## src/rtl/ws2812_driver.sv

```systemverilog
// rtl/ws2812_driver.sv - WS2812 NRZ serial driver sending one GRB colour to every LED in the chain
module ws2812_driver #(
  parameter int NUM_LEDS     = 8,
  parameter int T0H          = 20,
  parameter int T0L          = 42,
  parameter int T1H          = 40,
  parameter int T1L          = 22,
  parameter int RESET_CYCLES = 3000
) (
  input  logic        clk_50M,
  input  logic        rst_n,
  input  logic        enable,
  input  logic [23:0] light,
  output logic        dout,
  output logic        busy,
  output logic        frame_done
);

  typedef enum logic [1:0] {IDLE, HIGH, LOW, LATCH} state_t;

  // Terminal counts are the last cycle of each phase, so the timer never wraps.
  localparam logic [15:0] T0H_END   = 16'(T0H - 1);
  localparam logic [15:0] T0L_END   = 16'(T0L - 1);
  localparam logic [15:0] T1H_END   = 16'(T1H - 1);
  localparam logic [15:0] T1L_END   = 16'(T1L - 1);
  localparam logic [15:0] LATCH_END = 16'(RESET_CYCLES - 1);
  localparam logic [7:0]  LAST_LED  = 8'(NUM_LEDS - 1);

  state_t      state, state_nxt;
  logic [23:0] shadow, shadow_nxt;
  logic [4:0]  bit_idx, bit_idx_nxt;
  logic [7:0]  led_cnt, led_cnt_nxt;
  logic [15:0] timer, timer_nxt;
  logic        dout_nxt, busy_nxt, frame_done_nxt;

  logic        cur_bit;
  logic [15:0] high_end, low_end;

  assign cur_bit  = shadow[bit_idx];
  assign high_end = cur_bit ? T1H_END : T0H_END;
  assign low_end  = cur_bit ? T1L_END : T0L_END;

  always_ff @(posedge clk_50M or negedge rst_n) begin
    if (!rst_n) begin
      state      <= IDLE;
      shadow     <= '0;
      bit_idx    <= '0;
      led_cnt    <= '0;
      timer      <= '0;
      dout       <= 1'b0;
      busy       <= 1'b0;
      frame_done <= 1'b0;
    end else begin
      state      <= state_nxt;
      shadow     <= shadow_nxt;
      bit_idx    <= bit_idx_nxt;
      led_cnt    <= led_cnt_nxt;
      timer      <= timer_nxt;
      dout       <= dout_nxt;
      busy       <= busy_nxt;
      frame_done <= frame_done_nxt;
    end
  end

  always_comb begin
    state_nxt      = state;
    shadow_nxt     = shadow;
    bit_idx_nxt    = bit_idx;
    led_cnt_nxt    = led_cnt;
    timer_nxt      = timer + 16'd1;
    dout_nxt       = dout;
    busy_nxt       = busy;
    frame_done_nxt = 1'b0;

    case (state)
      IDLE: begin
        timer_nxt = '0;
        if (enable) begin
          // The colour is latched only here so a frame never mixes colours.
          shadow_nxt  = light;
          bit_idx_nxt = 5'd23;
          led_cnt_nxt = '0;
          dout_nxt    = 1'b1;
          busy_nxt    = 1'b1;
          state_nxt   = HIGH;
        end
      end
      HIGH: begin
        if (timer == high_end) begin
          timer_nxt = '0;
          dout_nxt  = 1'b0;
          state_nxt = LOW;
        end
      end
      LOW: begin
        if (timer == low_end) begin
          timer_nxt = '0;
          if (bit_idx != 5'd0) begin
            bit_idx_nxt = bit_idx - 5'd1;
            dout_nxt    = 1'b1;
            state_nxt   = HIGH;
          end else if (led_cnt < LAST_LED) begin
            bit_idx_nxt = 5'd23;
            led_cnt_nxt = led_cnt + 8'd1;
            dout_nxt    = 1'b1;
            state_nxt   = HIGH;
          end else begin
            state_nxt = LATCH;
          end
        end
      end
      LATCH: begin
        if (timer == LATCH_END) begin
          timer_nxt      = '0;
          busy_nxt       = 1'b0;
          frame_done_nxt = 1'b1;
          state_nxt      = IDLE;
        end
      end
      default: begin
        timer_nxt = '0;
        state_nxt = IDLE;
      end
    endcase
  end

endmodule
```

## config.mk

```make
export PLATFORM = sky130hd
export DESIGN_NAME = ws2812_driver
export DESIGN_NICKNAME = d
export VERILOG_FILES = /design/src/rtl/ws2812_driver.sv
export SDC_FILE = /design/constraint.sdc
export NUM_CORES = 1
export LEC_CHECK = 0
export CAP_MARGIN = 0
export CORE_MARGIN = 5
export CORE_UTILIZATION = 61
export DETAILED_ROUTE_END_ITERATION = 10
export GPL_ROUTABILITY_DRIVEN = 0
export PLACE_DENSITY = 0.95
export SYNTH_ARGS = -nofsm -noshare
export SYNTH_HDL_FRONTEND = slang
export SYNTH_SLANG_ARGS = --single-unit
```

## constraint.sdc

```tcl
create_clock -name clk_50M -period 5.7 [get_ports clk_50M]
set_input_delay 1.14 -clock clk_50M [delete_from_list [all_inputs] [get_ports clk_50M]]
set_output_delay 1.14 -clock clk_50M [all_outputs]
set_load 0.01 [all_outputs]
```

After elaboration in Yosys (flattened, before gate mapping) --
Index checks and enable logic that the tools add are counted.
Storage, ports and cells: register bits 58, input bits 27, output and inout bits 3, word-level logic and storage cells 72
Operators by class: add/sub/neg operators 3, magnitude comparators 2, eq/ne operators 13, muxes and demuxes 35, reduce and logical (&&, ||, !) cells 11
Operators with widths (count):
- 16-bit case mux with 4 select lines | 1
- 16-bit two-way mux | 3
- 16-bit by 6-bit equality test with 1-bit output | 2
- 8-bit two-way mux | 4
- 5-bit two-way mux | 4
- 16-bit by 1-bit adder with 16-bit output (second input constant) | 1
- 16-bit by 12-bit equality test with 1-bit output (second input constant) | 1
- 8-bit case mux with 2 select lines | 1
- 2-bit two-way mux | 6
- 6-bit two-way mux | 2
- 2-bit inequality test (second input constant) | 6
- 5-bit case mux with 2 select lines | 1
- 5-bit AND reduction | 2
- 1-bit two-way mux | 9
- 8-bit by 1-bit adder with 8-bit output (second input constant) | 1
- 8-bit by 3-bit < comparator with 1-bit output (second input constant) | 1
- 2-bit case mux with 4 select lines | 1
- 4-bit AND reduction | 2
- 5-bit by 6-bit < comparator with 1-bit output (second input constant) | 1
- 1-bit binary-select mux with 5-bit select | 1
- 5-bit nonzero test | 1
- 5-bit by 1-bit subtractor with 5-bit output (second input constant) | 1
- 2-bit equality test (second input constant) | 2
- 2-bit nonzero test | 2
- other kinds (8) | 8

Longest topological paths before layout --
Gate-level depths: netlist of the first run.
depth in word-level cells 6, depth in mapped cells 9

Worst setup path after synthesis of the first run --
No wires, ideal clock.
path kind reg-to-reg, start point register bit_idx[0], end point register timer[5], setup time 0.119 ns, data arrival time 2.177 ns, data required time 5.581 ns, path slack 3.405 ns, cell stages (with the launch flop) 10, buffers on the path 2, period minus slack after synthesis 2.295 ns, cell sequence dfrtp_1 > buf_6 > mux4_2 > nor2_1 > a2111oi_2 > nor4_4 > o211ai_2 > a22oi_4 > buf_6 > nor2_1
On the way: cells in the longest elaborated chain, start to end 6, elaborated cells between the ends (all ways) 9, those cells by class eq/ne (2); mux (7)
RTL lines:
- start, declared | line 31 | logic [4:0] bit_idx, bit_idx_nxt;
- start signal, assigned | line 56 | bit_idx <= bit_idx_nxt;
- 1-bit binary-select mux with 5-bit select * | line 39 | assign cur_bit = shadow[bit_idx];
- 1-bit two-way mux (not written as such) * | line 39
- 6-bit two-way mux (on tied branches) | line 41, 40
- 16-bit by 6-bit equality test with 1-bit output (on tied branches) | line 96, 89
- 16-bit two-way mux (on tied branches) | line 96, 89
- 16-bit case mux with 4 select lines * | line 75 | case (state)
- via timer_nxt[5] | line 33 | logic [15:0] timer, timer_nxt;
- end signal, assigned | line 58 | timer <= timer_nxt;
- end, declared | line 33
The timed path passes the listed nets; every way through them passes the cells marked *. The select of a mux whose other input is x is not followed. A chain may end at the register's enable or synchronous reset.

Worst setup path after layout of the first run --
start point register bit_idx[2], end point register timer[4]
Same word-level chain as after synthesis.

==> out/qor.csv, run 1 <==
stage,metric,value,unit
outcome,outcome,finished clean,
job,max_cap_viol_count,0,
yosys,synth.largest_area_cell,dfrtp_1,
cts,root_buffer,clkbuf_8,
detailed_routing,firstDrtPassIters,5,
die,ioPinCount,30,
sta,slew_violations,0,
detailed_routing,vias,2378,
critical_path,crit_path_end_kind,register,
yosys,synth_top_area_share,0.487,
yosys,yosysMostFrequentCell,nand2_1,
die,die_area,6380,µm²
final_layout,syn_to_final_growth,16.9,%
power_and_ir_drop,leakage,1.62,nW
sta,max_freq,362,MHz
yosys,ys_types,51,
final_layout,nets,378,
critical_path,slowest_stage,dfrtp_1,
cts,clkSlewWorstSetupHoldPaths,60,ps
cts,insertion_delay,350,ps
critical_path,crit_arrival,2980,ps
die,core_area,4720,µm²
worst_hold_path,hold_class,reg2reg,
critical_path,rrSetupSlack,2940,ps
die,initial_utilization,0.631,
yosys,synth_seq_cells,58,
sta,setup_tns,0,ps
yosys,syn_area,2980,µm²
sta,setup_viol,0,
global_route,antenna_found_initial,0,
sta,fin_skew,8.45,ps
critical_path,crit_type,reg2reg,
cts,cts_tree,yes,
cts,clockBufferDepth,2,
critical_path,reg2reg_from,bit_idx[2],
global_route,grt_pass1_vias,2381,
placed_design,io_buffers,29,
final_layout,nFillCells,330,
placed_design,dpl.hpwl,4.27,mm
final_layout,n_antenna_cell,0,
power_and_ir_drop,powerDensity,234,nW/µm²
die,num_rows,25,
critical_path,r2r_end,timer[4],
cts,htree_levels,3,
final_layout,layout-drive-gt1-share,0.0938,
cts,post_cts_resized,0,
die,die_h,79.9,µm
detailed_routing,wl_per_cell,15.2,µm
yosys,synth_cells,318,
yosys,synth_edf_count,0,
critical_path,critPathLaunchType,register,
sta,tightest_slew,915,ps
placed_design,placedCellCount,403,
sta,finalHoldViolCount,0,
cts,cts_made_buffers,9,
critical_path,rr_worst_depth,7,
worst_hold_path,min_from,shadow[6],
global_route,grt_usage,0.230,
cts,postCtsHoldBufs,0,
global_route,grt_first_pass_wirelength,11.1,mm
worst_hold_path,holdPathStages,2,
cts,clock-sinks,58,
sta,period_share,0.485,
yosys,syn-mean-instance-area,9.37,µm²
yosys,synth_nets,349,
detailed_routing,viasPerCell,5.68,
detailed_routing,final_antenna_net_count,0,
detailed_routing,drt_iter0_drc,157,
critical_path,cp.required,5910,ps
critical_path,worstPathMaxFanout,14,
yosys,ys_top_cells_by_count,"nand2_1, dfrtp_1, nor2_1",
sta,rsz0062_at_grt,false,
yosys,ys_seq_area_frac,0.487,
sta,slew_headroom,0.389,
detailed_routing,drt_wl_total,6.38,mm
sta,post-route-min-period,2760,ps
cts,postCtsSetupBuffers,0,
yosys,synth-warning-count,0,
detailed_routing,drc,0,
final_layout,instances_no_fill,419,
worst_hold_path,worstHoldEndpoint,shadow[6],
yosys,synth_area_leaders,"dfrtp_1, nand2_1, nor2_1",
global_route,grt_max_degree,59,
power_and_ir_drop,ir_drop,0.179,mV
critical_path,slowest_delay,640,ps
die,fp.dieW,79.9,µm
global_route,grt_overflow_total,0,
yosys,synthFlopType,dfrtp_1,
yosys,async_flop_share,1.00,
critical_path,worstPathCellList,nor2b_1 -> a2111oi_1 -> a2111oi_2 -> nor4_1 -> o2111ai_2 -> a22oi_4 -> nor2_1,
[sequential cells by signal (all words and copies together) (netlist names)]
| signal | count |
|---|---|
| state | 2 |
| busy | 1 |
| frame_done | 1 |
| shadow | 24 |
| led_cnt | 8 |
| bit_idx | 5 |
| timer | 16 |
| dout | 1 |
[worst max-delay path, delay by kind of cell, from the launching register on]
| family | cells | cell delay, ps |
|---|---|---|
| simple gates | 3 | 650 |
| flops | 1 | 640 |
| compound gates | 4 | 1350 |
[cell families (layout without fill, tap and decap cells)]
kind of cell,Yosys count,after routing,synth area share
flops,58,58,0.487
simple gates,175,175,0.263
fa+ha+maj,4,4,0.0168
buf+inv,21,55,0.0328
compound gates,36,36,0.116
mux,10,10,0.0424
xor+xnor,14,14,0.0412
[cells in the final DEF, fill, tap and decap left out, types with 2 or more instances in the layout]
master,Yosys,routed
and3_1,2,2
mux2i_1,7,7
nor3b_1,2,2
clkbuf_8,0,12
clkdlybuf4s50_1,0,28
mux4_2,2,2
nor3_1,5,4
a2111oi_2,2,2
dfrtp_1,58,58
clkinv_2,0,2
inv_1,8,8
xnor2_1,6,6
xor2_1,8,8
a21oi_1,4,4
o211ai_1,5,5
ha_1,4,4
nor4_1,4,4
o21a_1,5,5
nand4_1,2,2
nor2b_1,10,10
nand3b_1,2,2
nand2b_1,6,6
nor2_1,33,33
buf_4,1,2
nand2_1,95,95
clkbuf_1,9,2
nand3_1,10,10
[final cells by class]
class / count / area (µm²) / area share
clock buffers: 14 / 173 / 0.0496
clock inverters: 2 / 10.0 / 0.00287
inverters: 8 / 30.0 / 0.00862
multi-input cells: 239 / 1440 / 0.412
flip-flops and latches: 58 / 1450 / 0.417
well taps: 67 / 83.8 / 0.0241
repair buffers: 31 / 300 / 0.0862
[routing by layer]
layer  global-route usage  vias to the layer above  wire [µm]
li1                     -                     1128          -
met1                0.284                     1164       2720
met2                0.370                       66       3140
met3               0.0621                       20        343
met4                0.111                        0        171
met5                    0                        -          0
[stage by stage]
stage               power, mW  setup slack, ps  utilization  cell area (µm²)  hold WS [ps]
detailed placement      0.471             2970        0.699             3300           457
finish                  0.816             2940        0.737             3480           477
global placement        0.470             3060        0.699             3300           457
CTS                     0.819             2930        0.737             3480           479
floorplan               0.442             3400            -             2980           438
global route            0.845             2740        0.737             3480           493
[worst max path at each step]
stage	endpoint	startpoint	depth (start not counted)	slack [ps]
finish	timer[4]	bit_idx[2]	7	2940
global route	timer[4]	bit_idx[0]	7	2740
CTS	timer[4]	bit_idx[2]	7	2930
detailed placement	timer[4]	bit_idx[2]	7	2970
global placement	bit_idx[0]	enable	3	3060
floorplan	timer[5]	bit_idx[0]	9	3400
[power breakdown]
group          leakage [nW]  switching, mW  internal (mW)
registers             0.728        0.00484          0.420
logic                 0.793         0.0168         0.0214
clock network        0.0965          0.160          0.192
total                  1.62          0.182          0.634
Power figures use the tool's default switching activity.
==> run 2: changes to the inputs <==
Settings changed: CORE_UTILIZATION 61 to 57, PLACE_DENSITY 0.95 to 0.92.
Clock period 5.7 ns to 2.55 ns, I/O delays scaled along.
==> run 2 against run 1 <==
Compared with the run above: combinational power up 130%; clock power up 120%; via count about the same; first-iteration DRC count up 16%; register-to-register slack worse by 2900 ps; global-route usage down 1.8 points; critical endpoint is now bit_idx[2]; largest power group unchanged.
==> out/qor.csv, run 2 (synthesized netlist as in run 1, its figures left out) <==
stage,metric,value,unit,change
final_layout,regMostFlops,shadow,,unchanged
die,die_h,82.3,µm,was 79.9 µm
cts,cts_made_buffers,9,,unchanged
cts,clockBufferDepth,2,,unchanged
die,num_rows,26,,was 25
sta,tightest_slew,614,ps,was 915 ps
final_layout,nets,386,,was 378
detailed_routing,final_antenna_net_count,0,,unchanged
critical_path,reg2reg_from,bit_idx[0],,was bit_idx[2]
placed_design,dpl.hpwl,4.28,mm,was 4.27 mm
sta,max_freq,405,MHz,was 362 MHz
detailed_routing,firstDrtPassIters,4,,was 5
global_route,grt_max_degree,34,,was 59
critical_path,crit_path_end_kind,register,,unchanged
cts,root_buffer,clkbuf_8,,unchanged
final_layout,mostFrequentLayoutCell,nand2_1,,unchanged
detailed_routing,vias,2376,,was 2378
global_route,grt_usage,0.212,,was 0.230
sta,slew_headroom,0.590,,was 0.389
cts,clkSlewWorstSetupHoldPaths,70,ps,was 60 ps
critical_path,worstPathMaxFanout,5,,was 14
sta,period_share,0.968,,was 0.485
die,fp.dieW,82.3,µm,was 79.9 µm
critical_path,rrSetupSlack,80,ps,was 2940 ps
final_layout,layout_common_cells,"nand2_1, dfrtp_1, nor2_1",,unchanged
critical_path,crit_type,reg2reg,,unchanged
sta,rsz0062_at_grt,true,,was false
critical_path,crit_arrival,2700,ps,was 2980 ps
sta,hold-worst-slack,173,ps,was 477 ps
power_and_ir_drop,ir_drop,0.305,mV,was 0.179 mV
sta,finalHoldViolCount,0,,unchanged
final_layout,largest_reg_flops,24,,unchanged
global_route,antenna_found_initial,0,,unchanged
die,ioPinCount,30,,unchanged
sta,setup_tns,0,ps,unchanged
cts,insertion_delay,340,ps,was 350 ps
cts,clock-sinks,58,,unchanged
global_route,grt_first_pass_wirelength,10.8,mm,was 11.1 mm
worst_hold_path,hold_class,in2async,,was reg2reg
cts,cts_tree,yes,,unchanged
detailed_routing,drt_wl_total,6.39,mm,was 6.38 mm
sta,fin_skew,7.96,ps,was 8.45 ps
die,die_area,6770,µm²,was 6380 µm²
outcome,outcome,finished clean,,unchanged
cts,postCtsHoldBufs,0,,unchanged
global_route,grt_overflow_total,0,,unchanged
placed_design,io_buffers,29,,unchanged
final_layout,final_util,0.708,,was 0.737
final_layout,layout-drive-gt1-share,0.131,,was 0.0938
final_layout,n_antenna_cell,0,,unchanged
power_and_ir_drop,leakage,1.67,nW,was 1.62 nW
die,initial_utilization,0.583,,was 0.631
critical_path,rr_worst_depth,7,,unchanged
detailed_routing,viasPerCell,5.54,,was 5.68
sta,slew_violations,0,,unchanged
sta,post-route-min-period,2470,ps,was 2760 ps
critical_path,cp.required,2780,ps,was 5910 ps
sta,setup_viol,0,,unchanged
detailed_routing,wl_per_cell,14.9,µm,was 15.2 µm
final_layout,syn_to_final_growth,21.5,%,was 16.9%
detailed_routing,drc,0,,unchanged
job,max_cap_viol_count,0,,unchanged
power_and_ir_drop,p_total,1.83,mW,was 816 µW
die,core_area,5110,µm²,was 4720 µm²
cts,htree_levels,3,,unchanged
power_and_ir_drop,powerDensity,507,nW/µm²,was 234 nW/µm²
final_layout,reg.largest.list,"shadow: 24 flops, timer: 16 flops, led_cnt: 8 flops",,unchanged
critical_path,r2r_end,bit_idx[2],,was timer[4]
detailed_routing,drt_iter0_drc,182,,was 157
critical_path,critPathLaunchType,register,,unchanged
global_route,grt_pass1_vias,2428,,was 2381
run 2: cell count changes in the layout (fill, tap and decap cells not counted), moves of 2 or more:
cell / change
buf_12: +2
clkbuf_1: -2
dfrtp_1: -2
buf_4: +6
dfrtp_2: +2
run 2: cell type report:
class                   count  area (µm²)
fillers                   366        1490
multi-input cells         239        1470
flip-flops and latches     58        1450
repair buffers             39         385
clock buffers              13         179
well taps                  70        87.6
inverters                   8        30.0
clock inverters             2        10.0
run 2: power breakdown:
group	internal (mW)	leakage (nW)	switching, mW
Sequential	0.940	0.726	0.0114
Clock	0.450	0.101	0.344
Combinational	0.0502	0.845	0.0394
run 2: worst max-delay path by stage:
| stage | startpoint | to | slack [ps] |
|---|---|---|---|
| 3_3_place_gp | bit_idx[2] | dout | 60 |
| 6_report | bit_idx[0] | bit_idx[2] | 80 |
| 3_5_place_dp | bit_idx[2] | bit_idx[2] | -20 |
| 5_1_grt | bit_idx[2] | bit_idx[4] | -40 |
| 2_1_floorplan | bit_idx[0] | timer[5] | 250 |
| 4_1_cts | bit_idx[0] | bit_idx[2] | 0.8 |
run 2: stage by stage:
step                      cell area [µm²]  worst slack (ps)  instances
final                                3620              80.5        429
after global routing                 3620             -43.6        429
after CTS                            3550             0.757        425
after detailed placement             3360             -23.5        410
after global placement               3360              57.0        410
after floorplan                      2980               255        318
run 2: what timing repair did:
| item | CTS | global route |
|---|---|---|
| resized for setup | 1 | 7 |
| pin swaps | 0 | 2 |
| buffers inserted | 0 | 4 |
| hold endpoints to repair | 0 | 0 |
| endpoints found under the setup margin | 24 | 30 |
run 2: metal layers:
| metal | wire length (µm) | vias up | GRT usage |
|---|---|---|---|
| met1 | 2760 | 1147 | 0.255 |
| met4 | 152 | 0 | 0.110 |
| met2 | 3160 | 61 | 0.346 |
| met3 | 318 | 19 | 0.0575 |
| met5 | 0 | - | 0 |
| li1 | - | 1149 | - |
run 2: critical path, cell delays in order (launching register included):
cell	delay (ps)
dfrtp_2	440
mux4_2	540
nor2_2	160
a2111oi_4	70
o31a_4	430
o211ai_1	260
mux2_1	350
o21a_1	100
==> RTL edit 1: new RTL, flow settings as in run 1 <==
Add an input register stage for `light`, cleared by the reset; this delays it by one clock. The other inputs are not delayed to match.
--- a/src/rtl/ws2812_driver.sv
+++ b/src/rtl/ws2812_driver.sv
@@ -25,6 +25,16 @@
   localparam logic [15:0] T1L_END   = 16'(T1L - 1);
   localparam logic [15:0] LATCH_END = 16'(RESET_CYCLES - 1);
   localparam logic [7:0]  LAST_LED  = 8'(NUM_LEDS - 1);
+
+  logic [23:0] light_q;
+
+  always_ff @(posedge clk_50M or negedge rst_n) begin
+    if (!rst_n) begin
+      light_q <= '0;
+    end else begin
+      light_q <= light;
+    end
+  end
 
   state_t      state, state_nxt;
   logic [23:0] shadow, shadow_nxt;
@@ -77,7 +87,7 @@
         timer_nxt = '0;
         if (enable) begin
           // The colour is latched only here so a frame never mixes colours.
-          shadow_nxt  = light;
+          shadow_nxt  = light_q;
           bit_idx_nxt = 5'd23;
           led_cnt_nxt = '0;
           dout_nxt    = 1'b1;
Check against the original RTL: same outputs for any inputs over 10 cycles, from zero or initial values and one cycle with rst_n low; that may be too few to reach the edited logic, so the function may still have changed.
==> RTL edit 1 against run 1 <==
Sequential share of layout area grew 9.0 points. Final area grew 16%. Worst setup slack lost 0.21 ns. Synthesized area grew 18%. Global-route usage shrank 3.0 points. Wire length grew 4.1%. Critical endpoint is now bit_idx[3]$_DFFE_PN0P_. Core utilization shrank 1.1 points. Sequential cell count grew 24.
Power is not compared: it rests on default switching activity, and its combinational part moved more than twofold at a synthesized area within 25%.
==> RTL edit 1: results (changes against run 1) <==
Clock tree
  • Clock slew at reported path FFs: 0.08 ns (+0.02 ns)

Logic synthesis
  • Mapped Cells: 342 (+7.5%)
  • Seq/Total Area, Yosys: 0.581 (+0.0942)
  • Top post-synthesis cells by count: 90 x nand2_1, 82 x dfrtp_1, 31 x nor2_1
  • Synth area leaders: dfrtp_1 58%, nand2_1 9.6%, mux4_2 3.8%
  • Net Count, Synth: 373 (+6.9%)

Placement
  • HPWL after DPL: 4.55 mm (+6.5%)
  • Place WS: 2.42 ns (-0.553 ns)
  • IO buf count: 29 (unchanged)
  • Placed cell area: 3850 µm² (+17%)

STA
  • Fmax: 336 MHz (-7.1%)
  • Worst-margin pin slew: 1.06 ns (+0.144 ns)
  • WHS: 0.446 ns (-0.0301 ns)

Global route
  • Gr usage total: 0.200 (-0.0300)
  • Global-route wire length before repair: 11.6 mm (+4.9%)
  • Largest net degree at the start of global routing: 83 (+41%)

Layout
  • Share of cells above drive strength 1: 0.0829 (-0.0109)
  • Biggest regs: light_q (24), shadow (24), timer (16)
  • # nets final: 400 (+5.8%)

Critical path
  • Crit path to: bit_idx[3]$_DFFE_PN0P_
  • Max Fanout on Critical Path: 13 (-1)
  • Worst endpoint data arrival time: 3.22 ns (+0.24 ns)
  • Max incr delay on CP: 0.58 ns (-0.06 ns)
  • R2R Path Start: bit_idx[1]$_DFFE_PN0P_
  • Register-to-register setup slack: 2.73 ns (-0.21 ns)
  • Worst path top cell family by delay: multiplexers

Route
  • Metal-1 WL: 2.81 mm (+3.2%)
  • Via density: 5.66 (-0.33%)
  • 1st-iter DRT viols: 252 (+61%)
  • Routed WL: 6.65 mm (+4.1%)
  • Vias: 2523 (+6.1%)

Outcome
  • Status: finished, final reports clean

Pwr
  • Lkg Pwr: 0.00190 µW

Hold path
  • Hold Path Sink: shadow[5]$_DFFE_PN0P_
[RTL edit 1: changes by cell type after synthesis, sizes merged, moves of 5 or more]
cell / before / now
and2: 0 / 6
nand2: 95 / 90
mux2i: 7 / 2
nand2b: 6 / 0
dfrtp: 58 / 82
o21ai: 2 / 7
nor2b: 10 / 3
[RTL edit 1: where the power goes]
| group | switching, µW | leakage [µW] | total (µW) | internal, µW |
|---|---|---|---|---|
| sequential | 77.9 | 0.00102 | 771 | 693 |
| combinational | 202 | 0.000777 | 350 | 148 |
| clock | 199 | 0.000105 | 423 | 224 |
| total | 478 | 0.00190 | 1540 | 1060 |
[RTL edit 1: cells by family (layout without fill, tap and decap cells)]
logic type | count (synthesis) | in the layout | share of synthesized area
AO/OA/AOI/OAI | 36 | 36 | 0.0720
adder cells (fa/ha/maj) | 4 | 4 | 0.0142
multiplexers | 10 | 10 | 0.0503
XOR/XNOR | 13 | 13 | 0.0323
buffers and inverters | 23 | 55 | 0.0291
AND/OR/NAND/NOR | 174 | 174 | 0.221
flip-flops | 82 | 82 | 0.581
[RTL edit 1: final cells by class]
| cell class | instances | area [µm²] |
|---|---|---|
| fill | 395 | 1520 |
| sequential | 82 | 2050 |
| clock inverter | 5 | 52.6 |
| tap | 72 | 90.1 |
| multi-input combinational | 237 | 1380 |
| clock buffer | 11 | 151 |
| inverter | 9 | 33.8 |
| timing repair buffer | 30 | 295 |
[RTL edit 1: layer usage]
| metal | vias up | global-route usage |
|---|---|---|
| li1 | 1209 | - |
| met1 | 1221 | 0.251 |
| met2 | 74 | 0.317 |
| met3 | 19 | 0.0596 |
| met4 | 0 | 0.0921 |
| met5 | - | 0 |
==> RTL edit 2: new RTL, config.mk and constraints of run 1 <==
Made on the original files. Set the parameter `T1H` to 20 (it was 40).
--- a/src/rtl/ws2812_driver.sv
+++ b/src/rtl/ws2812_driver.sv
@@ -3,7 +3,7 @@
   parameter int NUM_LEDS     = 8,
   parameter int T0H          = 20,
   parameter int T0L          = 42,
-  parameter int T1H          = 40,
+  parameter int T1H          = 20,
   parameter int T1L          = 22,
   parameter int RESET_CYCLES = 3000
 ) (
Function: same outputs for any inputs over 10 cycles, from zero or initial values and one cycle with rst_n low; that may be too few to reach the edited logic, so the function may still have changed.
==> RTL edit 2 against run 1 <==
Sequential cell count did not move. Via count hardly changed. Wire length is 5.7% lower. Maximum frequency is 7.6% lower. Synthesized area is 0.25% higher. Final area increased by 0.29%. Worst setup slack got worse by 0.23 ns. Largest cell class unchanged.
Power is not compared: it rests on default switching activity, and its combinational part moved more than twofold at a synthesized area within 25%.
==> RTL edit 2: results (changes against run 1) <==
Logic synthesis
  • Net Count, Synth: 346 (-0.86%)
  • Seq/Total Area, Yosys: 0.486 (-0.00122)
  • Mapped Cells: 315 (-0.94%)
  • Synth area leaders: dfrtp_1 49%, nand2_1 11%, nor3_1 3.5%
  • Top post-synthesis cells by count: 84 x nand2_1, 58 x dfrtp_1, 21 x nor3_1
  • Cell variety after synth: 54 (+5.9%)
  • Mux cell area share after synthesis: 0.0570 (+0.0146)
  • XOR/XNOR share of the synthesized area: 0.0411 (-0.000103)
  • Post-Synth Adder-Cell Area: 0.0168 (-0.0000422)
  • Post-synthesis compound-gate area fraction: 0.0951 (-0.0212)

Clock tree
  • Worst-Skew Late Latency: 0.34 ns
  • # hold bufs at CTS: 0 (unchanged)

Placement
  • HPWL after DPL: 4.12 mm (-3.6%)
  • Place WS: 2.75 ns (-0.218 ns)
  • Post-Place Cells: 395 (-2.0%)
  • Placed cell area: 3280 µm² (-0.72%)

Critical path
  • Reg2Reg Depth: 6 (-1)
  • Register-to-register setup slack: 2.71 ns (-0.23 ns)
  • R2r endpoint: timer[5]$_DFF_PN0_
  • Max Fanout on Critical Path: 15 (+1)
  • R2R Path Start: bit_idx[0]$_DFFE_PN0P_
  • Worst endpoint data arrival time: 3.17 ns (+0.19 ns)

Pwr
  • Comb power frac: 0.345

STA
  • Fmax: 334 MHz (-7.6%)
  • Clk_skew: 0.0113 ns (+0.00286 ns)
  • Slew HR: 0.358 (-0.0303)

Outcome
  • Status: finished, final reports clean

Global route
  • Gr usage total: 0.213 (-0.0165)
  • Vias in the first global route: 2348 (-1.4%)
  • Global-route wire length before repair: 10.5 mm (-5.2%)

Route
  • Via density: 5.79 (+2.0%)
  • 1st-iter DRT viols: 161 (+2.5%)
  • WL/cell: 14.6 µm (-3.9%)
  • Residual DRC count: 0 (unchanged)
  • Routed WL: 6.02 mm (-5.7%)

Hold path
  • Worst hold start: shadow[4]$_DFFE_PN0P_
  • Hold Path Sink: shadow[4]$_DFFE_PN0P_

Layout
  • # nets final: 370 (-2.1%)
  • Share of cells above drive strength 1: 0.0843 (-0.00945)
  • Fill count: 312 (-5.5%)
==> RTL edit 2: cell count changes in the layout (fill, tap and decap cells not counted), moves of 3 or more <==
| cell | run 1 | this run |
|---|---|---|
| a31oi_1 | 0 | 4 |
| and2_1 | 0 | 7 |
| and3_1 | 2 | 8 |
| inv_1 | 8 | 5 |
| nand2_1 | 95 | 84 |
| nand2b_1 | 6 | 2 |
| nand4_1 | 2 | 5 |
| nor2_1 | 33 | 13 |
| nor2b_1 | 10 | 4 |
| nor3_1 | 4 | 21 |
| o211ai_1 | 5 | 0 |
| o21a_1 | 5 | 2 |
| o21ai_1 | 0 | 3 |
==> RTL edit 2: metrics by stage <==
| stage | hold slack, ns | utilization | power, µW |
|---|---|---|---|
| 6_report | 0.480 | 0.740 | 1650 |
| 5_1_grt | 0.500 | 0.740 | 1760 |
| 3_5_place_dp | 0.464 | 0.694 | 1240 |
| 2_1_floorplan | 0.438 | - | 1100 |
| 4_1_cts | 0.483 | 0.740 | 1650 |
| 3_3_place_gp | 0.456 | 0.694 | 1200 |
==> RTL edit 2: cells by family after synthesis <==
group | after synthesis
XOR/XNOR | 14
flip-flops | 58
adder cells (fa/ha/maj) | 4
multiplexers | 14
AO/OA/AOI/OAI | 35
AND/OR/NAND/NOR | 168
buffers and inverters | 22
==> RTL edit 2: cell type report <==
class,count,area (µm²),area share
sequential,58,1450,0.415
multi-input combinational,235,1430,0.409
timing repair buffer,30,293,0.0838
clock buffer,15,186,0.0534
tap,67,83.8,0.0240
clock inverter,1,30.0,0.00860
inverter,5,18.8,0.00537
==> RTL edit 2: routing by layer <==
| metal | track usage | wire length, µm | vias up |
|---|---|---|---|
| met4 | 0.111 | 133 | 0 |
| li1 | - | - | 1147 |
| met5 | 0 | 0 | - |
| met3 | 0.0440 | 311 | 15 |
| met2 | 0.329 | 2860 | 65 |
| met1 | 0.282 | 2710 | 1152 |
==> RTL edit 2: worst max-delay path by stage <==
stage,slack (ns),cells after the start,endpoint,startpoint
3_3_place_gp,2.83,6,bit_idx[4]$_DFFE_PN0P_,enable
4_1_cts,2.70,6,timer[3]$_DFF_PN0_,bit_idx[0]$_DFFE_PN0P_
6_report,2.71,6,timer[5]$_DFF_PN0_,bit_idx[0]$_DFFE_PN0P_
5_1_grt,2.49,6,timer[2]$_DFF_PN0_,bit_idx[0]$_DFFE_PN0P_
2_1_floorplan,3.24,9,bit_idx[4]$_DFFE_PN0P_,bit_idx[1]$_DFFE_PN0P_
3_5_place_dp,2.75,6,timer[2]$_DFF_PN0_,bit_idx[0]$_DFFE_PN0P_
==> RTL edit 2: critical path: stages, from the launching register on <==
cell      delay (ns)
dfrtp_1         0.66
mux2_2          0.41
a222oi_1        0.44
a22o_2          0.28
o21ai_1         0.09
a211oi_2        0.82
nor3_1          0.13
